<file path="src/rtl/loop_jump_sequencer.sv">
// Loop-control engine: issues one body iteration per handshake, resolves
// break / continue / disable jumps reported by the body, accumulates the
// per-iteration results and reports how the loop exited.
module loop_jump_sequencer #(
  parameter int IDX_W  = 8,
  parameter int DATA_W = 32
) (
  input  logic              clk,
  input  logic              rst,
  input  logic              start,
  input  logic [IDX_W-1:0]  loop_count,
  input  logic [1:0]        loop_mode,
  input  logic              abort,
  output logic              body_valid,
  output logic [IDX_W-1:0]  body_idx,
  input  logic              body_ready,
  input  logic [DATA_W-1:0] body_result,
  input  logic              jmp_break,
  input  logic              jmp_continue,
  input  logic              jmp_disable,
  output logic              busy,
  output logic              done,
  output logic [1:0]        exit_code,
  output logic [IDX_W-1:0]  iter_count,
  output logic [DATA_W-1:0] acc
);

  typedef enum logic [1:0] {
    S_IDLE,
    S_RUN,
    S_DONE
  } state_t;

  localparam logic [1:0] EXIT_NORMAL   = 2'd0;
  localparam logic [1:0] EXIT_BREAK    = 2'd1;
  localparam logic [1:0] EXIT_DISABLE  = 2'd2;
  localparam logic [1:0] EXIT_EMPTY    = 2'd3;
  localparam logic [1:0] MODE_DO_WHILE = 2'd2;

  state_t             state, state_n;
  logic [IDX_W-1:0]   bound, bound_n;
  logic [IDX_W-1:0]   idx_n;
  logic [IDX_W-1:0]   iter_n;
  logic [DATA_W-1:0]  acc_n;
  logic [1:0]         exit_n;
  logic [IDX_W:0]     idx_inc;
  logic               last_iter;

  // One extra bit so idx+1 never wraps before comparing against the bound.
  assign idx_inc   = {1'b0, body_idx} + (IDX_W+1)'(1);
  assign last_iter = idx_inc >= {1'b0, bound};

  assign body_valid = (state == S_RUN);
  assign busy       = (state != S_IDLE);
  assign done       = (state == S_DONE);

  // Next-state and datapath update decisions.
  always_comb begin
    // NOTE: every variable gets a default first so no path leaves it
    // unassigned; otherwise synthesis infers a latch.
    state_n = state;
    bound_n = bound;
    idx_n   = body_idx;
    iter_n  = iter_count;
    acc_n   = acc;
    exit_n  = exit_code;
    unique case (state)
      S_IDLE: begin
        if (start) begin
          acc_n  = '0;
          iter_n = '0;
          idx_n  = '0;
          exit_n = EXIT_NORMAL;
          if (loop_count == '0 && loop_mode != MODE_DO_WHILE) begin
            state_n = S_DONE;
            exit_n  = EXIT_EMPTY;
            bound_n = '0;
          end else begin
            state_n = S_RUN;
            // Do-while with a zero count still runs its body once.
            bound_n = (loop_count == '0) ? IDX_W'(1) : loop_count;
          end
        end
      end
      S_RUN: begin
        if (abort) begin
          // External disable wins over a same-cycle handshake.
          state_n = S_DONE;
          exit_n  = EXIT_DISABLE;
        end else if (body_ready) begin
          iter_n = iter_count + IDX_W'(1);
          if (jmp_disable) begin
            state_n = S_DONE;
            exit_n  = EXIT_DISABLE;
          end else if (jmp_break) begin
            state_n = S_DONE;
            exit_n  = EXIT_BREAK;
          end else begin
            if (!jmp_continue) acc_n = acc + body_result;
            if (last_iter) begin
              state_n = S_DONE;
              exit_n  = EXIT_NORMAL;
            end else begin
              idx_n = idx_inc[IDX_W-1:0];
            end
          end
        end
      end
      S_DONE:  state_n = S_IDLE;
      default: state_n = S_IDLE;
    endcase
  end

  // State and datapath registers with synchronous reset.
  always_ff @(posedge clk) begin
    // NOTE: sequential state uses non-blocking assignments so all registers
    // update together from values sampled before the edge.
    if (rst) begin
      state      <= S_IDLE;
      bound      <= '0;
      body_idx   <= '0;
      iter_count <= '0;
      acc        <= '0;
      exit_code  <= EXIT_NORMAL;
    end else begin
      state      <= state_n;
      bound      <= bound_n;
      body_idx   <= idx_n;
      iter_count <= iter_n;
      acc        <= acc_n;
      exit_code  <= exit_n;
    end
  end

endmodule

</file>
<file path="config.mk">
export PLATFORM = sky130hd
export DESIGN_NAME = loop_jump_sequencer
export DESIGN_NICKNAME = d
export VERILOG_FILES = /design/src/rtl/loop_jump_sequencer.sv
export SDC_FILE = /design/constraint.sdc
export NUM_CORES = 1
export LEC_CHECK = 0
export ABC_CLOCK_PERIOD_IN_PS = 8300
export BUFFER_PORTS_ARGS = -buffer_cell sky130_fd_sc_hd__buf_2
export CAP_MARGIN = 20
export CORE_UTILIZATION = 32
export CTS_BUF_LIST = sky130_fd_sc_hd__clkbuf_16
export DETAILED_ROUTE_END_ITERATION = 16
export GPL_ROUTABILITY_DRIVEN = 0
export RECOVER_POWER = 25
export SLEW_MARGIN = 20
export SYNTH_ARGS = -nofsm -noshare
export SYNTH_HDL_FRONTEND = slang
export SYNTH_SLANG_ARGS = --single-unit
</file>
<file path="constraint.sdc">
create_clock -name clk -period 8.3 [get_ports clk]
set_input_delay 0 -clock clk [delete_from_list [all_inputs] [get_ports clk]]
set_output_delay 0 -clock clk [all_outputs]
set_load 0.1 [all_outputs]
</file>
Word level (Yosys, flattened, before mapping). Cells that the tools add are included.

Register bits: 60. Bits of input ports: 50. Output and inout port bits: 53. Word-level logic and storage cells: 68.

Add/subtract/negate cells: 3. Magnitude comparators: 1. Equal/unequal tests: 12. Mux-type cells: 35. Reductions and logical operators: 11.

Operators with widths (count): $mux W32 (6); $mux W8 (10); $pmux W32 S2 (1); $add A32 B32 Y32 (1); $pmux W8 S2 (2); $mux W2 (14); $ne A2 B2 Y1 const B (7); $reduce_and A7 Y1 (2); $add A8 B1 Y9 const B (1); $ge A9 B8 Y1 (1); $add A8 B1 Y8 const B (1); $logic_not A8 Y1 (1); $pmux W2 S2 (2); $reduce_and A4 Y1 (2); $ne A5 B2 Y1 const B (1); $reduce_bool A2 Y1 (2); $ne A3 B2 Y1 const B (1); $reduce_and A3 Y1 (1); $eq A2 B1 Y1 const B (1); $eq A2 B2 Y1 const B (1); $logic_not A2 Y1 (1); $ne A2 B1 Y1 const B (1); $reduce_and A2 Y1 (1); $logic_and A1 B1 Y1 (1).

Depth between registers and ports, before layout. Gate-level depths: netlist (run 1).

Depth in word-level cells: 8. Mapped depth: 13. Mapped depth without buffers: 13.

Least setup slack after synthesis (run 1). OpenSTA, ideal clock, no wires.

Path type: register to register. Start: reg body_idx[0]. End: reg exit_code[1]. Library setup time: 128 ps. Data arrival time: 3402 ps. Required time: 8172 ps. Setup slack: 4770 ps. Stages on the path, launching flop included: 14. Path buffers: 0. Period minus slack after synthesis: 3530 ps. Cells stage by stage: dfxtp_1 ha_1 inv_1 nor3_1 nand2_1 xnor2_1 ha_1 or2_2 a21oi_1 a21oi_2 o31ai_1 a311oi_2 mux2i_1 nor2_1.

Longest elaborated chain between the ends: 4.

RTL lines: start: declaration (RTL line 15) `output logic [IDX_W-1:0] body_idx,`; start signal: assignment (RTL line 128) `body_idx <= idx_n;`; $add A8 B1 Y9 (RTL line 50) `assign idx_inc = {1'b0, body_idx} + (IDX_W+1)'(1);`; $ge A9 B8 Y1 (RTL line 51) `assign last_iter = idx_inc >= {1'b0, bound};`; $ne A5 B2 Y1 (no line); $reduce_and A4 Y1 (no line); end signal: assignment (RTL line 131) `exit_code <= exit_n;`; end: declaration (RTL line 23) `output logic [1:0] exit_code,`.

Every way passes these cells. A chain may end at the register's enable or synchronous reset.

Worst setup path in the final report (run 1). Ends and elaborated chain as after synthesis.

==> run summary, run 1 <==
================================================================================
Outcome                                                             finished, final reports clean
Post-route ant nets                                                            0
Netlist Area Pre-Place                                                 4140 um^2
Fmax achieved                                                            313 MHz
Max Cap Viol                                                                   0
Number of nets in the synthesized netlist                                    605
Required time of the worst setup path                                    8490 ps
Maximum ir drop on the vdd rail                                          88.2 uV
All-layer global routing usage                                             17.4%
Top cell type by total area after synthesis                         sky130_fd_sc_hd__dfxtp_1
Fraction of layout cells with a size suffix above 1                        16.4%
Max-slew violation count                                                       0
Total routed wire length on the met1 layer                               5120 um
Cell chosen for the clock root                                      sky130_fd_sc_hd__clkbuf_16
Origin of the worst min-delay path                                         abort
Cells on worst reg2reg path                                                   13
Portion of the post-synthesis area used by sequential elements             29.0%
Top cells by area in the synthesized netlist                        sky130_fd_sc_hd__dfxtp_1 (29%), sky130_fd_sc_hd__ha_1 (12%), sky130_fd_sc_hd__nand2_1 (5.6%)
Number of port buffers                                                       102
Setup skew after layout                                                  8.49 ps
Clock latency reported for the late side of the worst-skew pair           340 ps
Average wire length per cell after detail routing                        14.3 um
Critical R2R Launch                                                  body_idx[0]
Main synth FF type                                                  sky130_fd_sc_hd__dfxtp_1
Total routed wirelength                                                 11300 um
DPL Wire Length                                                          8450 um
Count of hold-fix buffers inserted at cts                                      8
Initial Utilization                                                        32.8%
Post-synthesis cell count                                                    513
Via count of the first global-routing pass                                  3916
Area share of the largest cell type after synthesis                        29.0%
Slowest library cell on the worst path                              sky130_fd_sc_hd__dfxtp_1
Highest fanout seen on the critical path                                       9
Final non-filler cell total                                                  794
Met3 routed wirelength                                                    591 um
Mean instance size in the synthesized netlist                          8.06 um^2
Count of vias placed by the detailed router                                 4108
Startpoint types                                                        register
Most frequent cell on the critical path                             sky130_fd_sc_hd__ha_1
Standard-cell row count                                                       41
CP Cell Sequence                                                    ha_1 > inv_1 > nor3_1 > nand2_1 > xnor2_1 > ha_1 > or2_2 > a21oi_1 > a21oi_2 > o31ai_1 > a311oi_2 > mux2i_1 > nor2_1
Worst reg2reg endpoint                                              exit_code[1]
Inserted Clock Buffers                                                         9
Number of register bits inferred by synthesis                                 60
TritonRoute pass-1 iters                                                       5
Total core area                                                       12600 um^2
Number of sinks handled by clock tree synthesis                               60
Wire length of the first global-routing pass                            18300 um
Clock Path Buffers                                                             2
Antenna violations before repair                                               0
Floorplan die height                                                      116 um
Cell depth of the worst min-delay path                                         4
CTS H-tree lvls                                                                3
Max transition margin                                                      20.3%
Top Ports                                                                    103
Number of inserted diodes                                                      0
Uppermost metal layer occupied by signal nets                               met4
Crit end category                                                       register
Number of enable flip-flop cells after synthesis                               0
# setup viols final                                                            0
Die Width                                                                 116 um
Cells resized by post-CTS repair                                               0
Placed cells                                                                 771
Data arrival time of the worst path                                      3380 ps
Total die area                                                        13400 um^2
Warnings from Yosys                                                            0
Unrepaired setup endpoints after global routing                               no
First DRT Iteration DRCs                                                     222
Final Hold Vio Count                                                           0
Period utilization                                                         38.4%
Share of async-settable or async-resettable flops after synthesis             0%
Total overflow reported by the global router                                   0
Startpoint-to-endpoint class of the critical path                        reg2reg
Clock transition at path regs                                              50 ps
Pwr dens                                                             160 nW/um^2
Hold Crit Endpoint                                                  iter_count[0]
Final min period                                                         3190 ps
P_leak                                                                   2.26 nW
Pin count of the biggest net entering global routing                          39
Post-CTS setup-driven buffer insertion count                                   0
Layout area overhead                                                       24.8%
CP bufs+invs                                                                   1
CTS tree                                                                    done
Measured slew at the worst slew-check pin                                1200 ps
Distinct cell type count of the synthesized netlist                           62
DRC violations left                                                            0
Number of vias per cell                                                     5.17
Highest cell delay on the worst timing path                               420 ps
Post-layout net count                                                        710
Total Negative Setup Slacks                                                 0 ps
Top delay family on crit path                                       compound AO/OA/AOI/OAI gates
Routed length on met2                                                    5500 um
Path type of the worst min-delay path                                     in2reg
Setup slack on the worst flop-to-flop path                               5110 ps
================================================================================
==> power breakdown <==
part | total [mW] | internal [mW] | switching, mW
sequential | 0.298 | 0.294 | 0.00445
clock | 0.393 | 0.258 | 0.135
combinational | 0.135 | 0.0443 | 0.0911
total | 0.827 | 0.597 | 0.231
==> Yosys cell counts, types with 6 or more instances <==
master / number
sky130_fd_sc_hd__nand2_1: 62
sky130_fd_sc_hd__dfxtp_1: 60
sky130_fd_sc_hd__a21oi_1: 46
sky130_fd_sc_hd__nor2_1: 44
sky130_fd_sc_hd__ha_1: 41
sky130_fd_sc_hd__o21ai_0: 37
sky130_fd_sc_hd__xnor2_1: 20
sky130_fd_sc_hd__inv_1: 19
sky130_fd_sc_hd__clkbuf_1: 18
sky130_fd_sc_hd__xor2_1: 18
sky130_fd_sc_hd__nand3_1: 16
sky130_fd_sc_hd__a21o_1: 11
sky130_fd_sc_hd__a22oi_1: 9
sky130_fd_sc_hd__nor2b_1: 9
sky130_fd_sc_hd__nor3_1: 9
sky130_fd_sc_hd__a22o_1: 6
sky130_fd_sc_hd__and3_1: 6
sky130_fd_sc_hd__o21ai_1: 6
==> placed cells by master (no fill, tap or decap), types with 5 or more instances in the layout <==
master | Yosys | layout
sky130_fd_sc_hd__buf_2 | 0 | 74
sky130_fd_sc_hd__nand2_1 | 62 | 62
sky130_fd_sc_hd__dfxtp_1 | 60 | 60
sky130_fd_sc_hd__a21oi_1 | 46 | 46
sky130_fd_sc_hd__nor2_1 | 44 | 44
sky130_fd_sc_hd__ha_1 | 41 | 41
sky130_fd_sc_hd__o21ai_0 | 37 | 37
sky130_fd_sc_hd__clkbuf_1 | 18 | 28
sky130_fd_sc_hd__xnor2_1 | 20 | 20
sky130_fd_sc_hd__inv_1 | 19 | 19
sky130_fd_sc_hd__xor2_1 | 18 | 18
sky130_fd_sc_hd__nand3_1 | 16 | 16
sky130_fd_sc_hd__a21o_1 | 11 | 11
sky130_fd_sc_hd__nor2b_1 | 9 | 9
sky130_fd_sc_hd__nor3_1 | 9 | 9
sky130_fd_sc_hd__a22oi_1 | 9 | 9
sky130_fd_sc_hd__clkbuf_16 | 0 | 9
sky130_fd_sc_hd__dlygate4sd3_1 | 0 | 8
sky130_fd_sc_hd__o21ai_1 | 6 | 6
sky130_fd_sc_hd__and3_1 | 6 | 6
sky130_fd_sc_hd__a22o_1 | 6 | 6
sky130_fd_sc_hd__a211oi_1 | 5 | 5
sky130_fd_sc_hd__a31oi_1 | 5 | 5
sky130_fd_sc_hd__nand4_1 | 5 | 5
==> worst min-delay path, cell delays in order <==
cell and delay [ps]:
sky130_fd_sc_hd__buf_2 130, sky130_fd_sc_hd__nor3_1 60, sky130_fd_sc_hd__a21oi_1 110, sky130_fd_sc_hd__nor2_1 40
==> layout make-up <==
type                            count  area, um^2
Fill cell                        1346        7460
Timing Repair Buffer              112         571
Clock inverter                      6        80.1
Clock buffer                        9         225
Sequential cell                    60        1200
Inverter                           19        71.3
Tap cell                          172         215
Multi-Input combinational cell    416        2800
==> sequential cells by signal, indices dropped and copies added, names as in the netlist <==
signal,cells
acc,32
body_idx,8
bound,8
iter_count,8
exit_code,2
state,2
==> kinds of logic (layout without fill, tap and decap cells) <==
group / after synthesis / after routing / synth area share [%]
fa+ha+maj: 42 / 42 / 12.9
simple gates: 169 / 169 / 18.7
compound gates: 163 / 163 / 27.0
mux: 4 / 4 / 0.998
flops: 60 / 60 / 29.0
xor+xnor: 38 / 38 / 8.05
buf+inv: 37 / 146 / 3.36
==> worst max path at each step <==
stage	startpoint	endpoint	slack, ps	cells after the start
2_1_floorplan	body_idx[0]	exit_code[1]	4770	13
3_3_place_gp	acc[0]	acc[30]	5310	11
3_5_place_dp	body_idx[0]	exit_code[1]	5140	13
4_1_cts	body_idx[0]	exit_code[1]	5110	13
5_1_grt	body_idx[0]	exit_code[1]	4780	13
6_report	body_idx[0]	exit_code[1]	5110	13
==> stage by stage <==
stage,utilization (%),hold slack (ps),cell area [um^2],power [mW],worst slack [ps]
floorplan,-,136,4140,0.400,4770
global placement,38.1,261,4810,0.434,5310
detailed placement,38.1,269,4810,0.436,5140
CTS,41.2,38.7,5190,0.840,5110
global route,40.9,85.8,5160,0.865,4780
finish,40.9,56.7,5160,0.827,5110
==> layer usage <==
metal  GRT usage, %  vias up
met5              0        -
met4           4.79        0
met3           5.60       11
met2           30.8      120
met1           20.2     1912
li1               -     2065
Note: power is estimated with default switching activity, not from simulation.
==> inputs of run 2 (changes only) <==
- ABC_AREA: unset -> 1
- ABC_CLOCK_PERIOD_IN_PS: 8300 -> 2750
- clock period: 8.3 -> 2.75 ns (I/O delays scaled with it)
==> run 2 against run 1 <==
Effect of this change: register-to-register slack worse by 4600 ps; global-route usage up 0.92 points; core utilization shrank 1.1 points; hold slack got worse by 7.3 ps; largest power group unchanged; total power grew to 3.7 times the previous value; area after synthesis grew 27%; non-clock buffer count increased by 5; clock skew shrank 1.2 ps.
==> run summary, run 2 <==
================================================================================
Worst reg2reg endpoint                                               body_idx[1]
Area share of the largest cell type after synthesis                        23.7%   -5.3 points
Max Cap Viol                                                                   0   unchanged
Number of flip-flops under the largest register name                          32   unchanged
Period utilization                                                         83.2%   +45 points
Inserted Clock Buffers                                                         9   unchanged
Worst hold-check slack                                                   49.5 ps   -7.26 ps
Antenna violations before repair                                               0   unchanged
Pin count of the biggest net entering global routing                          34   -13%
Clock Path Buffers                                                             2   unchanged
Post-route ant nets                                                            0   unchanged
Combinational family with the most area after synthesis             simple AND/OR/NAND/NOR gates
Maximum ir drop on the vdd rail                                           279 uV   +220%
Number of nets in the synthesized netlist                                    979   +62%
Startpoint-to-endpoint class of the critical path                        reg2reg
CTS tree                                                                    done
Clock transition at path regs                                              60 ps   about the same
Die Width                                                                 130 um   +13%
Most flop-heavy register                                                     acc
Max-slew violation count                                                       0   unchanged
Count of vias placed by the detailed router                                 5449   +33%
Unrepaired setup endpoints after global routing                               no
Final min period                                                         2290 ps   -902 ps
Number of register bits inferred by synthesis                                 60   unchanged
# setup viols final                                                            0   unchanged
Main synth FF type                                                  sky130_fd_sc_hd__dfxtp_1
Portion of the post-synthesis area used by sequential elements             22.8%   -6.2 points
Via count of the first global-routing pass                                  4986   +27%
Netlist Area Pre-Place                                                 5270 um^2   +27%
Post-synthesis cell count                                                    887   +73%
Origin of the worst min-delay path                                    body_ready
Wire length of the first global-routing pass                            24100 um   +32%
Cell depth of the worst min-delay path                                         4   unchanged
Critical R2R Launch                                                  body_idx[0]
Data arrival time of the worst path                                      2530 ps   -850 ps
Hold Crit Endpoint                                                  iter_count[1]
Highest fanout seen on the critical path                                       8   -1
Cell chosen for the clock root                                      sky130_fd_sc_hd__clkbuf_16
Fill count                                                                  1815   +35%
Pwr dens                                                             481 nW/um^2   +200%
Max transition margin                                                      20.9%   +0.57 points
Fraction of the mapped netlist area in adder cells                         10.1%   -2.8 points
First DRT Iteration DRCs                                                     299   +35%
Crit end category                                                       register
Share of async-settable or async-resettable flops after synthesis             0%   unchanged
Standard-cell row count                                                       46   +12%
All-layer global routing usage                                             18.3%   +0.92 points
Final Hold Vio Count                                                           0   unchanged
Most common cell after layout, fill and taps aside                  sky130_fd_sc_hd__nand2_1
Synth top cells by count                                            sky130_fd_sc_hd__nand2_1 (333), sky130_fd_sc_hd__inv_1 (152), sky130_fd_sc_hd__nor2_1 (77)
Total core area                                                       16000 um^2   +27%
Clock latency reported for the late side of the worst-skew pair           350 ps   about the same
Setup skew after layout                                                  7.34 ps   -1.15 ps
DPL Wire Length                                                         12000 um   +42%
Total die area                                                        17000 um^2   +27%
Fraction of the mapped netlist area in simple logic gates                  43.5%   +25 points
Number of vias per cell                                                     4.46   -14%
Startpoint types                                                        register
Post-CTS setup-driven buffer insertion count                                   0   unchanged
Xor and xnor fraction of the mapped netlist area                           1.66%   -6.4 points
Initial Utilization                                                        32.9%   +0.15 points
Fmax achieved                                                            437 MHz   +39%
Outcome                                                             finished, final reports clean
Number of inserted diodes                                                      0   unchanged
Layout area overhead                                                       20.7%
Warnings from Yosys                                                            0   unchanged
Number of enable flip-flop cells after synthesis                               0   unchanged
Library cell with the highest instance count after synthesis        sky130_fd_sc_hd__nand2_1
Mux contribution to synthesized area                                          0%   -1.0 points
Top cells by area in the synthesized netlist                        sky130_fd_sc_hd__nand2_1 (24%), sky130_fd_sc_hd__dfxtp_1 (23%), sky130_fd_sc_hd__inv_1 (11%)
Total overflow reported by the global router                                   0   unchanged
Average wire length per cell after detail routing                        12.3 um   -14%
Number of sinks handled by clock tree synthesis                               60   unchanged
P_leak                                                                   3.38 nW   +50%
Distinct cell type count of the synthesized netlist                           35   -44%
Cells on worst reg2reg path                                                   15   +2
DRC violations left                                                            0   unchanged
Post-layout net count                                                       1092   +54%
Most frequent cells in the layout                                   sky130_fd_sc_hd__nand2_1 (333), sky130_fd_sc_hd__inv_1 (152), sky130_fd_sc_hd__nor2_1 (77)
Measured slew at the worst slew-check pin                                1190 ps   -8.58 ps
TritonRoute pass-1 iters                                                       4   -1
Setup slack on the worst flop-to-flop path                                460 ps   -4650 ps
Required time of the worst setup path                                    2990 ps   -5500 ps
Floorplan die height                                                      130 um   +13%
Number of port buffers                                                       102   unchanged
Fraction of layout cells with a size suffix above 1                        14.9%   -1.5 points
Compound-gate portion of the synthesized area                              9.12%   -18 points
Total routed wirelength                                                 15000 um   +32%
Top cell type by total area after synthesis                         sky130_fd_sc_hd__nand2_1
Path type of the worst min-delay path                                     in2reg
Mean instance size in the synthesized netlist                          5.94 um^2   -26%
CTS H-tree lvls                                                                3   unchanged
Top Ports                                                                    103   unchanged
Total Negative Setup Slacks                                                 0 ps   unchanged
================================================================================
-- run 2: layer usage --
layer / GRT usage (%) / wire (um) / vias up
li1: - / - / 2979
met1: 24.3 / 7410 / 2366
met3: 5.04 / 965 / 9
met4: 5.20 / 157 / 0
met2: 28.9 / 6470 / 95
met5: 0 / 0 / -
-- run 2: cell families (layout without fill, tap and decap cells) --
kind of cell / Yosys count / in the layout
AND/OR/NAND/NOR: 524 / 524
buffers and inverters: 169 / 287
AO/OA/AOI/OAI: 82 / 82
flip-flops: 60 / 60
adder cells (fa/ha/maj): 42 / 42
XOR/XNOR: 10 / 10
-- run 2: worst max-delay path by stage --
stage	startpoint	endpoint	slack (ps)	cells after the start
2_1_floorplan	body_idx[3]	body_idx[4]	40	11
5_1_grt	body_idx[0]	body_idx[3]	190	15
4_1_cts	body_idx[0]	body_idx[1]	460	15
3_3_place_gp	body_idx[0]	body_idx[1]	530	14
3_5_place_dp	body_idx[0]	body_idx[1]	470	15
6_report	body_idx[0]	body_idx[1]	460	15
-- run 2: where the power goes --
| group | internal [mW] | total, mW | switching (mW) |
|---|---|---|---|
| Clock | 0.705 | 1.17 | 0.462 |
| Sequential | 0.919 | 0.962 | 0.0431 |
| Combinational | 0.248 | 0.929 | 0.682 |
| Total | 1.87 | 3.06 | 1.19 |
-- run 2: worst max-delay path, cell delays in order (launching register included) --
cell and delay (ps):
sky130_fd_sc_hd__dfxtp_2 380, sky130_fd_sc_hd__ha_1 190, sky130_fd_sc_hd__nand3_1 120, sky130_fd_sc_hd__nor2_1 180
sky130_fd_sc_hd__xor2_1 220, sky130_fd_sc_hd__ha_1 280, sky130_fd_sc_hd__nand2_1 70, sky130_fd_sc_hd__inv_1 30
sky130_fd_sc_hd__nand2_1 50, sky130_fd_sc_hd__nand2_1 40, sky130_fd_sc_hd__nand2_1 80, sky130_fd_sc_hd__nand2_1 80
sky130_fd_sc_hd__nand2_1 210, sky130_fd_sc_hd__nand3_1 110, sky130_fd_sc_hd__nand2_1 80, sky130_fd_sc_hd__nor2_1 50
-- run 2: cell type report --
type	instances	area, um^2	share of cell area (%)
clock buffer	9	225	3.54
clock inverter	7	76.3	1.20
inverter	154	578	9.09
multi-input combinational	658	3390	53.3
sequential	60	1200	18.9
tap	216	270	4.25
timing repair buffer	117	613	9.64
-- run 2: per-stage QoR --
stage                     power, mW  util [%]  std cells  area (um^2)  setup slack (ps)
after floorplan                1.71         -        887         5270              38.0
after detailed placement       1.91      37.4       1195         5990               470
after global routing           3.22      39.7       1221         6360               195
after global placement         1.90      37.4       1195         5990               528
final                          3.06      39.7       1221         6360               462
after CTS                      3.09      40.0       1221         6390               463
-- run 2: what timing repair did --
item	4_1_cts	5_1_grt
endpoints found under the hold margin	8	0
hold buffers	10	0
resized for setup	0	0
==> inputs of run 3 (changes only) <==
- ABC_CLOCK_PERIOD_IN_PS: 2750 -> 2300
- clock period: 2.75 -> 2.3 ns (I/O delays scaled with it)
==> run 3 against run 2 <==
Effect of this change: maximum frequency rose by 6.9%; largest power group unchanged; critical endpoint is now body_idx[5]; highest routed layer unchanged; register-to-register slack got worse by 300 ps; design area rose by 2.7%; core utilization rose by 1.1 points; largest cell class unchanged.
==> run summary, run 3 (same netlist as run 2, synthesis figures left out) <==
==============================================================================
Maximum ir drop on the vdd rail                                         350 uV   +25%
Worst reg2reg endpoint                                             body_idx[5]
Worst path setup slack after routing                                    159 ps   -302 ps
CP Cell Sequence                                                  ha_4 > nand3_4 > xor2_2 > ha_1 > nand2_1 > inv_1 > nand2_1 > nand3_1 > nand2_1 > nand2_2 > nand2_2 > nand2_4 > a21boi_2 > buf_6 > nor2_2 > nor2_1
Max-slew violation count                                                     0   unchanged
Critical R2R Launch                                                body_idx[1]
Average wire length per cell after detail routing                      12.2 um   -0.67%
Startpoint-to-endpoint class of the critical path                      reg2reg
Via count of the first global-routing pass                                5044   +1.2%
Pwr dens                                                           563 nW/um^2   +17%
Fraction of layout cells with a size suffix above 1                      19.3%   +4.3 points
Origin of the worst min-delay path                                body_result[0]
DPL Wire Length                                                       11800 um   -2.1%
Unrepaired setup endpoints after global routing                            yes
Pin count of the biggest net entering global routing                        34   unchanged
Max transition margin                                                    17.9%   -3.0 points
Cell chosen for the clock root                                    sky130_fd_sc_hd__clkbuf_16
Flip-flop and latch area                                             1240 um^2   +3.0%
CP bufs+invs                                                                 2   +1
Cell depth of the worst min-delay path                                       4   unchanged
Total routed wirelength                                               14900 um   -0.51%
Most common cell after layout, fill and taps aside                sky130_fd_sc_hd__nand2_1
Final Hold Vio Count                                                         0   unchanged
Fmax achieved                                                          467 MHz   +6.9%
Data arrival time of the worst path                                    2410 ps   -120 ps
Period utilization                                                       93.1%   +9.9 points
Crit end category                                                     register
Total overflow reported by the global router                                 0   unchanged
Required time of the worst setup path                                  2570 ps   -420 ps
Wire length of the first global-routing pass                          24100 um   +0.37%
Layout area overhead                                                     24.0%
Number of vias per cell                                                   4.53   +1.5%
Highest cell delay on the worst timing path                             370 ps   about the same
Cells on worst reg2reg path                                                 16   +1
Antenna violations before repair                                             0   unchanged
Number of inserted diodes                                                    0   unchanged
Fill count                                                                1815   unchanged
TritonRoute pass-1 iters                                                     5   +1
Worst hold-check slack                                                 48.7 ps   -0.793 ps
Top Ports                                                                  103   unchanged
# setup viols final                                                          0   unchanged
Most frequent cell on the critical path                           sky130_fd_sc_hd__nand2_1
All-layer global routing usage                                           18.3%   -0.042 points
DRC violations left                                                          0   unchanged
Most flop-heavy register                                                   acc
Number of port buffers                                                     102   unchanged
Measured slew at the worst slew-check pin                              1240 ps   +44.5 ps
Initial Utilization                                                      32.9%   unchanged
Outcome                                                           finished, final reports clean
Highest fanout seen on the critical path                                     8   unchanged
CTS tree                                                                  done
Post-Place Setup Slack                                                -14.0 ps   -484 ps
Setup skew after layout                                                4.79 ps   -2.54 ps
Post-layout net count                                                     1095   +0.27%
Max Cap Viol                                                                 0   unchanged
Die Width                                                               130 um   unchanged
Clock transition at path regs                                            50 ps   about the same
Top delay family on crit path                                     simple AND/OR/NAND/NOR gates
CTS H-tree lvls                                                              3   unchanged
Startpoint types                                                      register
Slowest library cell on the worst path                            sky130_fd_sc_hd__dfxtp_4
Clock Path Buffers                                                           2   unchanged
Post-route ant nets                                                          0   unchanged
Total core area                                                     16000 um^2   unchanged
Total Negative Setup Slacks                                               0 ps   unchanged
Standard-cell row count                                                     46   unchanged
Number of sinks handled by clock tree synthesis                             60   unchanged
Inserted Clock Buffers                                                       9   unchanged
Setup slack on the worst flop-to-flop path                              160 ps   -300 ps
Hold Crit Endpoint                                                      acc[0]
Path type of the worst min-delay path                                   in2reg
Most frequent cells in the layout                                 sky130_fd_sc_hd__nand2_1 (329), sky130_fd_sc_hd__inv_1 (152), sky130_fd_sc_hd__buf_2 (82)
Count of vias placed by the detailed router                               5540   +1.7%
Floorplan die height                                                    130 um   unchanged
Total area of multi-input combinational cells                        3500 um^2   +3.1%
Total die area                                                      17000 um^2   unchanged
Clock latency reported for the late side of the worst-skew pair         340 ps   about the same
Final min period                                                       2140 ps   -148 ps
First DRT Iteration DRCs                                                   272   -9.0%
Overall power consumption                                              3.68 mW   +20%
Number of flip-flops under the largest register name                        32   unchanged
P_leak                                                                 3.45 nW   +2.0%
==============================================================================
run 3: what timing repair did:
item | 4_1_cts | 5_1_grt
pin swaps | 0 | 10
endpoints found under the hold margin | 8 | 0
hold buffers | 10 | 0
endpoints found under the setup margin | 8 | 16
resized for setup | 1 | 23
buffers inserted | 0 | 1
run 3: metrics by stage:
stage	instances	util [%]	cell area [um^2]
final	1223	40.8	6530
after global placement	1197	37.8	6060
after global routing	1223	40.8	6530
after CTS	1222	40.2	6440
after floorplan	887	-	5310
after detailed placement	1197	37.8	6060
run 3: area by class of cell:
class	instances	area share, %
Clock inverter	6	0.862
Multi-Input combinational cell	658	53.6
Clock buffer	9	3.45
Tap cell	216	4.14
Sequential cell	60	19.0
Inverter	154	8.85
Timing Repair Buffer	120	10.1
run 3: worst min-delay path: stages:
cell and delay, ps:
sky130_fd_sc_hd__buf_2 80, sky130_fd_sc_hd__ha_1 120, sky130_fd_sc_hd__nand2_1 40, sky130_fd_sc_hd__a21oi_1 110
run 3: how the worst max path moves through the flow:
| stage | endpoint | cells after the start | startpoint | slack, ps |
|---|---|---|---|---|
| after floorplan | acc[28] | 9 | acc[19] | 10 |
| after global placement | body_idx[6] | 16 | body_idx[0] | 60 |
| after detailed placement | body_idx[5] | 15 | body_idx[0] | -10 |
| after CTS | body_idx[5] | 15 | body_idx[0] | 60 |
| after global routing | body_idx[7] | 16 | body_idx[1] | -30 |
| final | body_idx[5] | 16 | body_idx[1] | 160 |
run 3: layer usage:
metal | wire length (um) | vias to the layer above | global-route usage [%]
met5 | 0 | - | 0
met4 | 188 | 0 | 5.54
met3 | 697 | 14 | 3.90
met2 | 6560 | 112 | 28.6
met1 | 7490 | 2432 | 25.0
li1 | - | 2982 | -
run 3: power by group:
part / switching (mW) / internal [mW] / total (mW)
registers: 0.0608 / 1.10 / 1.16
logic: 0.844 / 0.330 / 1.17
clock network: 0.518 / 0.821 / 1.34
total: 1.42 / 2.25 / 3.68
